`src/rtl/pipeline_mips_pkg.sv`:
```
// Shared types and constants for the 16-bit pipelined MIPS front end.
package pipeline_mips_pkg;

    localparam int unsigned ADDR_W = 16;
    localparam int unsigned INS_W  = 16;

    localparam logic [INS_W-1:0]  NOP_INS_DEFAULT  = 16'h0000;
    localparam logic [ADDR_W-1:0] RESET_PC_DEFAULT = 16'h0000;

    typedef enum logic [1:0] {
        BOOT = 2'd0,
        RUN  = 2'd1,
        HALT = 2'd2
    } fetch_state_t;

    // IF/ID pipeline register payload
    typedef struct packed {
        logic [INS_W-1:0]  ins;
        logic [ADDR_W-1:0] pc;
        logic              valid;
    } if_id_t;

    // True when addr names an existing instruction word
    function automatic logic addr_in_range(input logic [ADDR_W-1:0] addr,
                                           input int unsigned        depth);
        return (32'(addr) < depth);
    endfunction

endpackage

```
`src/rtl/sat_counter16.sv`:
```
// 16-bit up counter that sticks at all-ones instead of wrapping.
module sat_counter16 (
    input  logic        clk,
    input  logic        rst_n,
    input  logic        en,
    output logic [15:0] count
);

    localparam int unsigned CNT_W = 16;
    localparam logic [CNT_W-1:0] CNT_MAX = '1;

    // Increment on enable until the ceiling is reached
    always_ff @(posedge clk or negedge rst_n) begin
        if (!rst_n) begin
            count <= '0;
        end else if (en && (count != CNT_MAX)) begin
            count <= count + CNT_W'(1);
        end
    end

endmodule

```
`src/rtl/imem_fetch_ctrl.sv`:
```
// Fetch-stage sequencer: owns the PC, addresses the synchronous instruction
// memory and loads IF/ID with stall, redirect, halt and range-fault handling.
module imem_fetch_ctrl
    import pipeline_mips_pkg::*;
#(
    parameter logic [ADDR_W-1:0] RESET_PC  = RESET_PC_DEFAULT,
    parameter int unsigned       PC_STEP   = 1,
    parameter int unsigned       MEM_DEPTH = 65536,
    parameter logic [INS_W-1:0]  NOP_INS   = NOP_INS_DEFAULT
) (
    input  logic              clk,
    input  logic              rst_n,
    output logic [ADDR_W-1:0] imem_address,
    input  logic [INS_W-1:0]  imem_ins,
    input  logic              stall,
    input  logic              halt_req,
    input  logic              redirect_valid,
    input  logic [ADDR_W-1:0] redirect_pc,
    output logic [INS_W-1:0]  if_id_ins,
    output logic [ADDR_W-1:0] if_id_pc,
    output logic              if_id_valid,
    output logic              halted,
    output logic              addr_fault,
    output logic [15:0]       fetch_count
);

    fetch_state_t      state;
    fetch_state_t      state_nx;
    logic [ADDR_W-1:0] pc_q;
    logic [ADDR_W-1:0] next_pc;
    logic [ADDR_W-1:0] seq_pc;
    if_id_t            if_id_q;

    // Decoded per-cycle actions
    logic advance;      // deliver imem_ins/pc_q into IF/ID
    logic flush;        // redirect: invalidate IF/ID and load NOP
    logic drop;         // halt or sequential fault: invalidate IF/ID
    logic fault_set;    // next_pc would have left the memory

    // Memory and pc_q sample the same address on every edge
    assign imem_address = next_pc;

    // Next-state, next-PC and IF/ID action selection
    always_comb begin
        state_nx  = state;
        next_pc   = pc_q;
        seq_pc    = pc_q + ADDR_W'(PC_STEP);
        advance   = 1'b0;
        flush     = 1'b0;
        drop      = 1'b0;
        fault_set = 1'b0;

        unique case (state)
            BOOT: begin
                next_pc  = RESET_PC;
                state_nx = RUN;
            end
            RUN, HALT: begin
                if (redirect_valid) begin
                    flush = 1'b1;
                    if (addr_in_range(redirect_pc, MEM_DEPTH)) begin
                        next_pc  = redirect_pc;
                        state_nx = RUN;
                    end else begin
                        fault_set = 1'b1;
                        state_nx  = HALT;
                    end
                end else if (state == RUN) begin
                    if (halt_req) begin
                        drop     = 1'b1;
                        state_nx = HALT;
                    end else if (!stall) begin
                        if (addr_in_range(seq_pc, MEM_DEPTH)) begin
                            advance = 1'b1;
                            next_pc = seq_pc;
                        end else begin
                            fault_set = 1'b1;
                            drop      = 1'b1;
                            state_nx  = HALT;
                        end
                    end
                end
            end
            default: begin
                next_pc  = RESET_PC;
                state_nx = BOOT;
            end
        endcase
    end

    // State, PC, IF/ID and status flag registers
    always_ff @(posedge clk or negedge rst_n) begin
        if (!rst_n) begin
            state      <= BOOT;
            pc_q       <= RESET_PC;
            if_id_q    <= '{ins: NOP_INS, pc: '0, valid: 1'b0};
            halted     <= 1'b0;
            addr_fault <= 1'b0;
        end else begin
            state  <= state_nx;
            pc_q   <= next_pc;
            halted <= (state_nx == HALT);
            if (fault_set) begin
                addr_fault <= 1'b1;
            end
            if (advance) begin
                if_id_q <= '{ins: imem_ins, pc: pc_q, valid: 1'b1};
            end else if (flush) begin
                if_id_q.ins   <= NOP_INS;
                if_id_q.valid <= 1'b0;
            end else if (drop) begin
                if_id_q.valid <= 1'b0;
            end
        end
    end

    assign if_id_ins   = if_id_q.ins;
    assign if_id_pc    = if_id_q.pc;
    assign if_id_valid = if_id_q.valid;

    // Count of instructions actually delivered to decode
    sat_counter16 u_fetch_count (
        .clk   (clk),
        .rst_n (rst_n),
        .en    (advance),
        .count (fetch_count)
    );

endmodule

```
`config.mk`:
```
export PLATFORM = sky130hd
export DESIGN_NAME = imem_fetch_ctrl
export DESIGN_NICKNAME = d
export VERILOG_FILES = /design/src/rtl/pipeline_mips_pkg.sv /design/src/rtl/sat_counter16.sv /design/src/rtl/imem_fetch_ctrl.sv
export SDC_FILE = /design/constraint.sdc
export NUM_CORES = 1
export LEC_CHECK = 0
export CORE_MARGIN = 2
export CORE_UTILIZATION = 40
export DETAILED_ROUTE_END_ITERATION = 16
export GPL_TIMING_DRIVEN = 0
export PLACE_DENSITY = 0.81
export SYNTH_ARGS = -nofsm -noshare
export SYNTH_HDL_FRONTEND = slang
export SYNTH_HIERARCHICAL = 1
export SYNTH_SLANG_ARGS = --single-unit
```
`constraint.sdc`:
```
create_clock -name clk -period 2.45 [get_ports clk]
set_input_delay 0.49 -clock clk [delete_from_list [all_inputs] [get_ports clk]]
set_output_delay 0.49 -clock clk [all_outputs]
set_load 0.02 [all_outputs]
```
Word-level counts from Yosys, hierarchy flattened --
Index checks and enable logic that the tools add are counted.
Storage, ports and cells: register bits 68, bits of input ports 37, output and inout bits 67, word-level logic and storage cells 43
Operators by class: add/subtract/negate cells 2, equality and inequality tests 4, mux-type cells 25, reduce and logical (&&, ||, !) cells 5
Operator list (count):
- $mux 16 | 7
- $add 16x1->16 const B | 2
- $ne 16x16->1 const B | 1
- $mux 1 | 14
- $mux 2 | 3
- $eq 2x2->1 const B | 2
- $pmux 2 s2 | 1
- $reduce_bool 3->1 | 1
- $eq 2x1->1 const B | 1
- $logic_not 2->1 | 1
- $reduce_bool 2->1 | 1
- $reduce_or 2->1 | 1
- $logic_and 1x1->1 | 1

Depth between registers and ports, before layout --
Gate-level depths: netlist (run 1).
word-level depth 7, gate-level depth with buffers 11, depth with buffers taken out 9

Cells and area by module --
The synthesis (run 1) kept the hierarchy.
By module, submodules not included:
- imem_fetch_ctrl | times used 1, cells each 232, area each 2363.5 µm², seq. area each 1301.2 µm²
- sat_counter16 | times used 1, cells each 72, area each 782.0 µm², seq. area each 400.4 µm²

Worst setup path after synthesis (run 1) --
OpenSTA, ideal clock, no wires.
path type reg-to-output, start point reg state[1], end point out imem_address[12], data arrival time 1993 ps, required time 1960 ps, setup slack -33 ps, stages on the path, launching flop included 6, path buffers 0, cell sequence dfrtp_1 inv_1 ha_1 nand4bb_4 or4_1 a211oi_1
Between the ends: word-level cells in the longest chain between the ends 4, elaborated cells on any way between the ends 6, those cells by class 2 x eq/ne; 3 x mux; 1 x reduce/logical
Ends and longest elaborated chain:
- start: declaration | RTL line imem_fetch_ctrl.sv:27 | fetch_state_t state;
- start signal: assignment | RTL line imem_fetch_ctrl.sv:100 | state <= state_nx;
- $eq 2x1->1 | RTL line imem_fetch_ctrl.sv:53, imem_fetch_ctrl.sv:68
- $mux 16 | RTL line imem_fetch_ctrl.sv:68 | end else if (state == RUN) begin
- $mux 16 | RTL line imem_fetch_ctrl.sv:59 | if (redirect_valid) begin
- $mux 16 * | RTL line imem_fetch_ctrl.sv:53 | unique case (state)
- end: declaration | RTL line imem_fetch_ctrl.sv:13 | output logic [ADDR_W-1:0] imem_address,
Mark *: on every way between the ends. The rest lies on a longest branch, timed or not.

Final worst setup path (run 1) --
start point reg state[1], end point out imem_address[14]
Same word-level chain as after synthesis.

==> flow_summary_export.csv, run 1 <==
group,metric,value,unit
outcome,status,"finished with violations",
outcome,violations,"negative setup slack",
worst_setup_path,ff2ff_setup_slack,0,ps
drt,routed_wl,9430,um
yosys,synth_edf_count,0,
floorplan,io_pins,104,
grt,use_met3,3.58,%
yosys,seq_area_frac_synth,54.1,%
drt,drt-initial-drc-count,106,
worst_setup_path,worstSetupEndpointType,"output pin",
floorplan,initial_utilization,40.9,%
worst_setup_path,critPathTopFamily,"simple AND/OR/NAND/NOR gates",
timing,timing.final.hold_violations,0,
drt,detail_route.first_pass.iterations,4,
drt,ant_nets,0,
worst_setup_path,path_cells,"inv_2 -> ha_4 -> and4bb_2 -> nand4_1 -> or3_4 -> a31oi_4 -> buf_6",
power,power.density,1140,nW/um^2
cts,postCtsHoldBufs,0,
place,placed_cell_area,4300,sq um
cts,cts.reportedPaths.clkPinSlew,80,ps
timing,worst_slew_pin_slew,867,ps
grt,grt_pass1_wl,13600,um
floorplan,die_area,8590,sq um
grt,grt_util_all_layers,20.1,%
yosys,syn_inst,304,
drt,vias,3005,
drt,avgViaCountPerCell,5.29,
yosys,syn_nets,346,
floorplan,rows,32,
final_layout,final_util,67.9,%
cts,htreeDepth,3,
place,dp.cells,508,
floorplan,die_y,92.7,um
final_layout,drive_gt1_share,29.4,%
grt,grt_overflow,0,
worst_setup_path,crit_path_top_delay_cell,"dfrtp_1",
worst_setup_path,cp_max_fo,4,
floorplan,coreArea,7690,sq um
final_layout,postLayoutCellArea,5220,sq um
yosys,synth_top_flop_cell,"dfrtp_1",
cts,cts-root-buf,"clkbuf_8",
drt,wire_per_inst,16.6,um
timing,grt_setup_unrepaired,"yes",
power,power,5.92,mW
grt,grt_max_degree,69,
grt,grt_pass1_vias,2832,
timing,tns,-2420,ps
grt,grtUsageMet2,35.4,%
cts,cts_num_sinks,68,
grt,antenna_found_initial,0,
worst_setup_path,worstPathRequired,1960,ps
timing,slew_viol_final,0,
floorplan,die_w,92.7,um
place,dp_slack,-967,ps
cts,cts_tree,"done",
worst_setup_path,cp-start-kind,"register",
worst_hold_path,hold_path_class,"input pin to asynchronous set/reset pin",
timing,max_slew_margin,42.2,%
grt,busiest_layer,"met2",
yosys,synthMostInstantiatedCell,"dfrtp_1",
place,place_congestion,0.854,
cts,clockBufferDepth,2,
timing,fin_crit_sh,114,%
final_layout,finalNonFillerCells,568,
yosys,async_flop_share,100,%
power,vdd_drop_max,0.827,mV
yosys,avgSynthCellArea,10.3,sq um
worst_setup_path,rr_startpoint,"state[1]",
final_layout,fill_cells,568,
grt,gr-usage-met1,24.7,%
worst_setup_path,slowest_delay,410,ps
final_layout,finish.net_count,503,
worst_setup_path,critical_path.startpoint,"state[1]",
yosys,synth_area_leaders,"dfrtp_1 (54%), nand2_1 (7.2%), a22o_1 (4.5%)",
timing,setup_viol,17,
timing,finClkSkew,13.2,ps
yosys,synthDistinctLibCells,46,
final_layout,diodes,0,
worst_setup_path,crit_type,"register to output pin",
final_layout,layout-area-overhead-vs-synth,65.8,%
worst_setup_path,path_buf_inv,2,
yosys,yosys_warnings,6,
timing,fin_ws,-348,ps
yosys,netlist_area,3150,sq um
worst_setup_path,arrival,2310,ps
place,dp_hpwl,5650,um
yosys,ys_ff_latch,68,
timing,period_needed,2800,ps
job,cap_violations,0,
timing,timing.fmax,0.357,GHz
power,leakagePower,2.39,nW
timing,finalHoldWorstSlack,265,ps
drt,drc,0,
cts,cts_buffers,9,
yosys,yosysTopAreaCell,"dfrtp_1",
place,portBuffers,102,
yosys,synth_top_area_share,54.1,%
cts,clk_latency,340,ps
yosys,synth_commonest_cells,"dfrtp_1 (68), nand2_1 (60), o21ai_0 (18), a22o_1 (16), a21oi_1 (15)",
cells by family (layout without fill, tap and decap cells):
kind of cell    Yosys count  count (layout)  synth area share, %
fa+ha+maj                 5               5                 1.99
flops                    68              68                 54.1
compound gates           58              58                 11.9
mux                       4               4                 1.47
other cells               1               1                0.119
xor+xnor                 23              23                 6.40
simple gates            126             126                 21.4
buf+inv                  19             181                 2.59
repair_timing:
item,in CTS,in global routing
gates resized for setup,119,58
setup buffers,13,30
gates cloned,0,3
setup endpoints to repair,27,25
pin swaps,16,28
flip-flops by register name (all words and copies together), names as in the netlist:
signal               count
if_id_ins               16
if_id_pc                16
pc_q                    16
u_fetch_count/count     16
state                    2
halted                   1
if_id_valid              1
layout make-up:
type,instances,area (sq um),share of cell area [%]
repair buffers,146,1400,26.9
clock buffers,11,141,2.71
clock inverters,5,75.1,1.44
well taps,102,128,2.45
multi-input cells,217,1610,30.8
inverters,6,35.0,0.672
flip-flops and latches,68,1710,32.7
plain buffers,13,120,2.30
cells in the final DEF, fill, tap and decap left out, types with 3 or more instances in the layout:
cell type        count
clkbuf_1             3
nor2_1               5
inv_1                4
and3_1               6
a22o_1              16
nand2_1             60
buf_2                4
nor4_4               3
xor2_1               9
a21oi_2              7
dfrtp_1             63
a21oi_1              8
buf_6               16
nand3_1              6
o21ai_1              5
clkinv_2             3
nand2b_1             3
xnor2_2              3
ha_4                 3
nor2_2               3
nor3_1               3
clkbuf_16            3
clkdlybuf4s50_1     83
dfrtp_2              5
nand4_1             13
o21ai_0             12
clkbuf_8            10
xnor2_1             11
buf_4               44
per-layer routing:
metal | share of wire [%] | vias to the layer above
li1 | - | 1390
met1 | 40 | 1468
met2 | 53 | 137
met3 | 6.2 | 10
met4 | 1.0 | 0
met5 | 0 | -
power breakdown:
part           internal, mW  leakage, nW  switching [mW]
Clock                 0.596        0.113           0.422
Sequential             1.49        0.900           0.395
Combinational          1.58         1.38            1.44
final timing paths:
kind                                           end  depth (start not counted)
setup / recovery                  imem_address[14]                          7
hold / removal                        if_id_ins[2]                          1
setup reg to reg           u_fetch_count/count[12]                         13
hold reg to reg                       if_id_pc[14]                          2
max in group asynchronous                  pc_q[3]                          1
min in group clk                      if_id_pc[14]                          2
Power figures use the tool's default switching activity.
==> run 2: changes to the inputs <==
Settings changed: CORE_UTILIZATION 40 to 25, PLACE_DENSITY 0.81 to 0.58.
==> flow_summary_export.csv, run 2 (synthesis gave the netlist of run 1 again) <==
group,metric,value,unit
outcome,status,"finished with violations",
outcome,violations,"negative setup slack",
timing,max_slew_margin,41.7,%
drt,drt-initial-drc-count,120,
worst_setup_path,cp.depth,7,
worst_setup_path,crit_path_top_delay_cell,"or3_4",
timing,period_needed,2680,ps
floorplan,rows,40,
cts,cts_tree,"done",
drt,vias,2821,
worst_setup_path,reg2reg_depth,13,
grt,antenna_found_initial,0,
worst_setup_path,critPathTopFamily,"simple AND/OR/NAND/NOR gates",
timing,timing.final.hold_violations,0,
worst_setup_path,slowest_delay,430,ps
power,vdd_drop_max,0.644,mV
drt,avgViaCountPerCell,4.54,
place,place_congestion,0.779,
floorplan,die_area,13500,sq um
worst_setup_path,crit_path_end,"imem_address[15]",
floorplan,die_w,116,um
worst_setup_path,cp_max_fo,5,
place,placed_cell_area,4390,sq um
grt,grt_pass1_vias,2851,
cts,cts.reportedPaths.clkPinSlew,60,ps
floorplan,initial_utilization,25.9,%
worst_setup_path,crit_type,"register to output pin",
grt,grt_max_degree,69,
worst_setup_path,rr_startpoint,"state[1]",
worst_setup_path,worstPathRequired,1960,ps
drt,ant_nets,0,
drt,drc,0,
floorplan,io_pins,104,
worst_setup_path,worstSetupEndpointType,"output pin",
worst_setup_path,reg2reg_to,"u_fetch_count/count[15]",
final_layout,drive_gt1_share,25.6,%
cts,postCtsHoldBufs,0,
timing,grt_setup_unrepaired,"yes",
worst_setup_path,cp-start-kind,"register",
job,cap_violations,0,
drt,detail_route.first_pass.iterations,6,
cts,clk_latency,330,ps
floorplan,die_y,116,um
timing,finClkSkew,5.87,ps
floorplan,coreArea,12200,sq um
grt,grt_util_all_layers,13.6,%
worst_setup_path,critical_path.startpoint,"state[1]",
cts,cts_buffers,9,
timing,worst_slew_pin_slew,875,ps
final_layout,layout-area-overhead-vs-synth,64.1,%
timing,fin_ws,-229,ps
final_layout,fill_cells,1191,
grt,grt_overflow,0,
cts,cts_num_sinks,68,
final_layout,diodes,0,
grt,grt_pass1_wl,14100,um
worst_setup_path,arrival,2190,ps
drt,routed_wl,9010,um
final_layout,layout_common_cells,"clkdlybuf4s50_1 (82), dfrtp_1 (67), nand2_1 (59)",
cts,cts-root-buf,"clkbuf_16",
place,dp_hpwl,6210,um
timing,timing.fmax,0.373,GHz
timing,slew_viol_final,0,
timing,setup_viol,12,
power,leakagePower,2.33,nW
final_layout,postLayoutCellArea,5160,sq um
worst_setup_path,path_cells,"inv_2 -> ha_4 -> nand4bb_4 -> or3_4 -> o21a_1 -> o311a_1 -> buf_6",
worst_hold_path,hold_path_class,"input pin to asynchronous set/reset pin",
timing,fin_crit_sh,109,%
place,dp_slack,-906,ps
power,power.density,1130,nW/um^2
drt,wire_per_inst,14.5,um
worst_setup_path,path_buf_inv,2,
cts,clockBufferDepth,2,
final_layout,finish.net_count,491,
cts,htreeDepth,3,
worst_setup_path,ff2ff_setup_slack,40,ps
place,portBuffers,102,
final_layout,layout_commonest_cell,"clkdlybuf4s50_1",
## run 2: through the flow
| step | cells | power [mW] | hold slack (ps) | util [%] | TNS [ps] |
|---|---|---|---|---|---|
| after global placement | 574 | 4.04 | 464 | 36.1 | -115300 |
| after global routing | 622 | 6.19 | 366 | 42.4 | -3150 |
| after CTS | 611 | 5.65 | 318 | 40.6 | -1580 |
| after floorplan | 304 | 2.96 | 194 | - | 0 |
| final | 622 | 5.85 | 284 | 42.4 | -1820 |
| after detailed placement | 574 | 4.06 | 464 | 36.1 | -16600 |
## run 2: report_power, final
part / internal, mW / total [mW] / leakage [nW] / switching, mW
Sequential: 1.49 / 1.87 / 0.906 / 0.380
Combinational: 1.34 / 2.67 / 1.27 / 1.33
Clock: 0.839 / 1.31 / 0.149 / 0.470
Total: 3.67 / 5.85 / 2.33 / 2.18
## run 2: routing by layer
layer | track usage [%] | vias up | wire [um]
li1 | - | 1364 | -
met1 | 17.7 | 1358 | 4100
met2 | 21.9 | 90 | 4280
met3 | 4.00 | 9 | 521
met4 | 4.44 | 0 | 108
met5 | 0 | - | 0
## run 2: timing repair
action	4_1_cts	5_1_grt
gates resized for setup	109	46
buffers inserted	21	11
setup endpoints to repair	27	30
pin swaps	14	24
hold endpoints to repair	0	0
## run 2: how the worst min path moves through the flow
stage	slack, ps	from	endpoint	cells past startpoint
CTS	320	rst_n	if_id_ins[8]	1
global placement	460	if_id_pc[15]	if_id_pc[15]	2
detailed placement	460	if_id_pc[2]	if_id_pc[2]	2
global route	370	rst_n	if_id_ins[12]	1
floorplan	190	rst_n	halted	0
finish	280	rst_n	if_id_ins[12]	1
## run 2: layout make-up
type	instances	area (sq um)	area share (%)
buffer	13	109	2.11
timing repair buffer	134	1250	24.3
inverter	6	30.0	0.582
clock inverter	4	47.5	0.921
tap	168	210	4.07
clock buffer	12	256	4.97
sequential	68	1700	33.0
multi-input combinational	217	1550	30.0
==> run 3: changes to the inputs <==
Settings changed: CORE_ASPECT_RATIO set to 1.75.
==> flow_summary_export.csv, run 3 (synthesis gave the netlist of run 1 again) <==
group,metric,value,unit
outcome,status,"finished with violations",
outcome,violations,"negative setup slack",
floorplan,io_pins,104,
grt,grt_util_all_layers,14.1,%
cts,cts-root-buf,"clkbuf_16",
drt,ant_nets,0,
drt,vias,2808,
power,p_sw_share,36.8,%
floorplan,die_y,152,um
final_layout,diodes,0,
timing,tns,-1600,ps
floorplan,die_area,13500,sq um
timing,max_slew_margin,42.8,%
drt,avgViaCountPerCell,4.51,
drt,drt-initial-drc-count,83,
floorplan,coreArea,12400,sq um
grt,antenna_found_initial,0,
cts,clockBufferDepth,2,
worst_setup_path,worstPathRequired,1960,ps
power,vdd_drop_max,0.520,mV
timing,timing.fmax,0.374,GHz
timing,finalHoldWorstSlack,275,ps
power,p_comb_share,44.6,%
final_layout,layout-area-overhead-vs-synth,66.1,%
timing,finClkSkew,8.80,ps
place,dp_hpwl,6460,um
final_layout,postLayoutCellArea,5230,sq um
final_layout,regArea,1710,sq um
floorplan,initial_utilization,25.4,%
final_layout,multiInputGateArea,1580,sq um
grt,grt_overflow,0,
power,power.density,1120,nW/um^2
timing,period_needed,2670,ps
worst_setup_path,arrival,2180,ps
drt,wire_per_inst,14.8,um
final_layout,finish.net_count,491,
final_layout,layout_commonest_cell,"clkdlybuf4s50_1",
timing,worst_slew_pin_slew,859,ps
floorplan,rows,54,
grt,grt_pass1_vias,2840,
worst_setup_path,worstSetupEndpointType,"output pin",
timing,fin_ws,-220,ps
timing,setup_viol,15,
cts,cts_tree,"done",
timing,slew_viol_final,0,
final_layout,layout_common_cells,"clkdlybuf4s50_1 (83), dfrtp_1 (61), nand2_1 (60)",
drt,detail_route.first_pass.iterations,4,
cts,cts.reportedPaths.clkPinSlew,60,ps
power,p_int,3.70,mW
cts,cts_num_sinks,68,
worst_setup_path,ff2ff_setup_slack,-50,ps
worst_setup_path,reg2reg_depth,14,
timing,fin_crit_sh,109,%
worst_setup_path,critical_path.startpoint,"state[1]",
worst_setup_path,crit_type,"register to output pin",
final_layout,drive_gt1_share,27.8,%
place,place_congestion,0.764,
grt,grt_pass1_wl,14600,um
place,portBuffers,102,
final_layout,fill_cells,1199,
cts,clk_latency,330,ps
place,placed_cell_area,4390,sq um
worst_hold_path,hold_path_class,"input pin to asynchronous set/reset pin",
power,leakagePower,2.34,nW
worst_setup_path,reg2reg_to,"u_fetch_count/count[12]",
worst_setup_path,cp-start-kind,"register",
timing,grt_setup_unrepaired,"yes",
timing,timing.final.hold_violations,0,
worst_setup_path,rr_startpoint,"state[1]",
job,cap_violations,0,
power,pwr-share-seq,32.1,%
power,netSwitchingPower,2.16,mW
cts,cts_buffers,9,
cts,htreeDepth,3,
worst_setup_path,cp_max_fo,4,
drt,drc,0,
grt,grt_max_degree,69,
drt,routed_wl,9180,um
floorplan,die_w,88.8,um
power,clockPowerShare,23.2,%
## run 3: cell count changes in the layout (fill, tap and decap cells not counted), sizes merged
| cell | delta |
|---|---|
| dlymetal6s2s | -1 |
| clkdlybuf4s50 | +1 |
| clkbuf | +1 |
| clkinv | -1 |
## run 3: per-layer routing
layer / wire [um] / global-route usage [%] / share of wire, % / vias up
li1: - / - / - / 1364
met1: 3510 / 15.6 / 38 / 1361
met2: 5140 / 25.6 / 56 / 73
met3: 333 / 2.65 / 3.6 / 10
met4: 202 / 5.41 / 2.2 / 0
met5: 0 / 0 / 0 / -
## run 3: cell type report
cell class              instances  share of cell area [%]
flip-flops and latches         68                    32.7
plain buffers                  13                    2.06
well taps                     168                    4.02
clock inverters                 3                   0.814
multi-input cells             217                    30.3
clock buffers                  13                    5.36
inverters                       6                   0.575
repair buffers                134                    24.2
## run 3: repair_timing
item / CTS / global route
hold buffers: 0 / 0
endpoints found under the setup margin: 27 / 23
pin swaps: 13 / 25
resized for setup: 116 / 47
setup buffers: 13 / 20
## run 3: per-stage QoR
| stage | total power, mW | setup WS (ps) | std cells | util, % |
|---|---|---|---|---|
| 5_1_grt | 6.22 | -294 | 622 | 42.3 |
| 2_1_floorplan | 2.96 | 27.1 | 304 | - |
| 3_5_place_dp | 4.07 | -866 | 574 | 35.5 |
| 6_report | 5.87 | -220 | 622 | 42.3 |
| 3_3_place_gp | 4.04 | -1510 | 574 | 35.5 |
| 4_1_cts | 5.59 | -237 | 603 | 39.7 |
## run 3: how the worst max path moves through the flow
stage	end	slack (ps)
finish	imem_address[15]	-220
global route	imem_address[12]	-290
CTS	imem_address[15]	-240
detailed placement	imem_address[15]	-870
global placement	pc_q[6]	-1510
floorplan	u_fetch_count/count[13]	30
## run 3: worst max-delay path: stages, from the launching register on
cell	delay (ps)
dfrtp_1	390
inv_2	90
ha_4	160
nand4bb_4	130
or3_4	430
o21a_1	200
o311a_1	310
buf_6	140
## run 3: power by group through the flow
stage	logic, mW	clock network [mW]	registers [mW]
finish	2.62	1.36	1.89
floorplan	0.896	0	2.06
global placement	2.19	0	1.84
CTS	2.32	1.40	1.87
global route	2.82	1.45	1.95
detailed placement	2.21	0	1.86
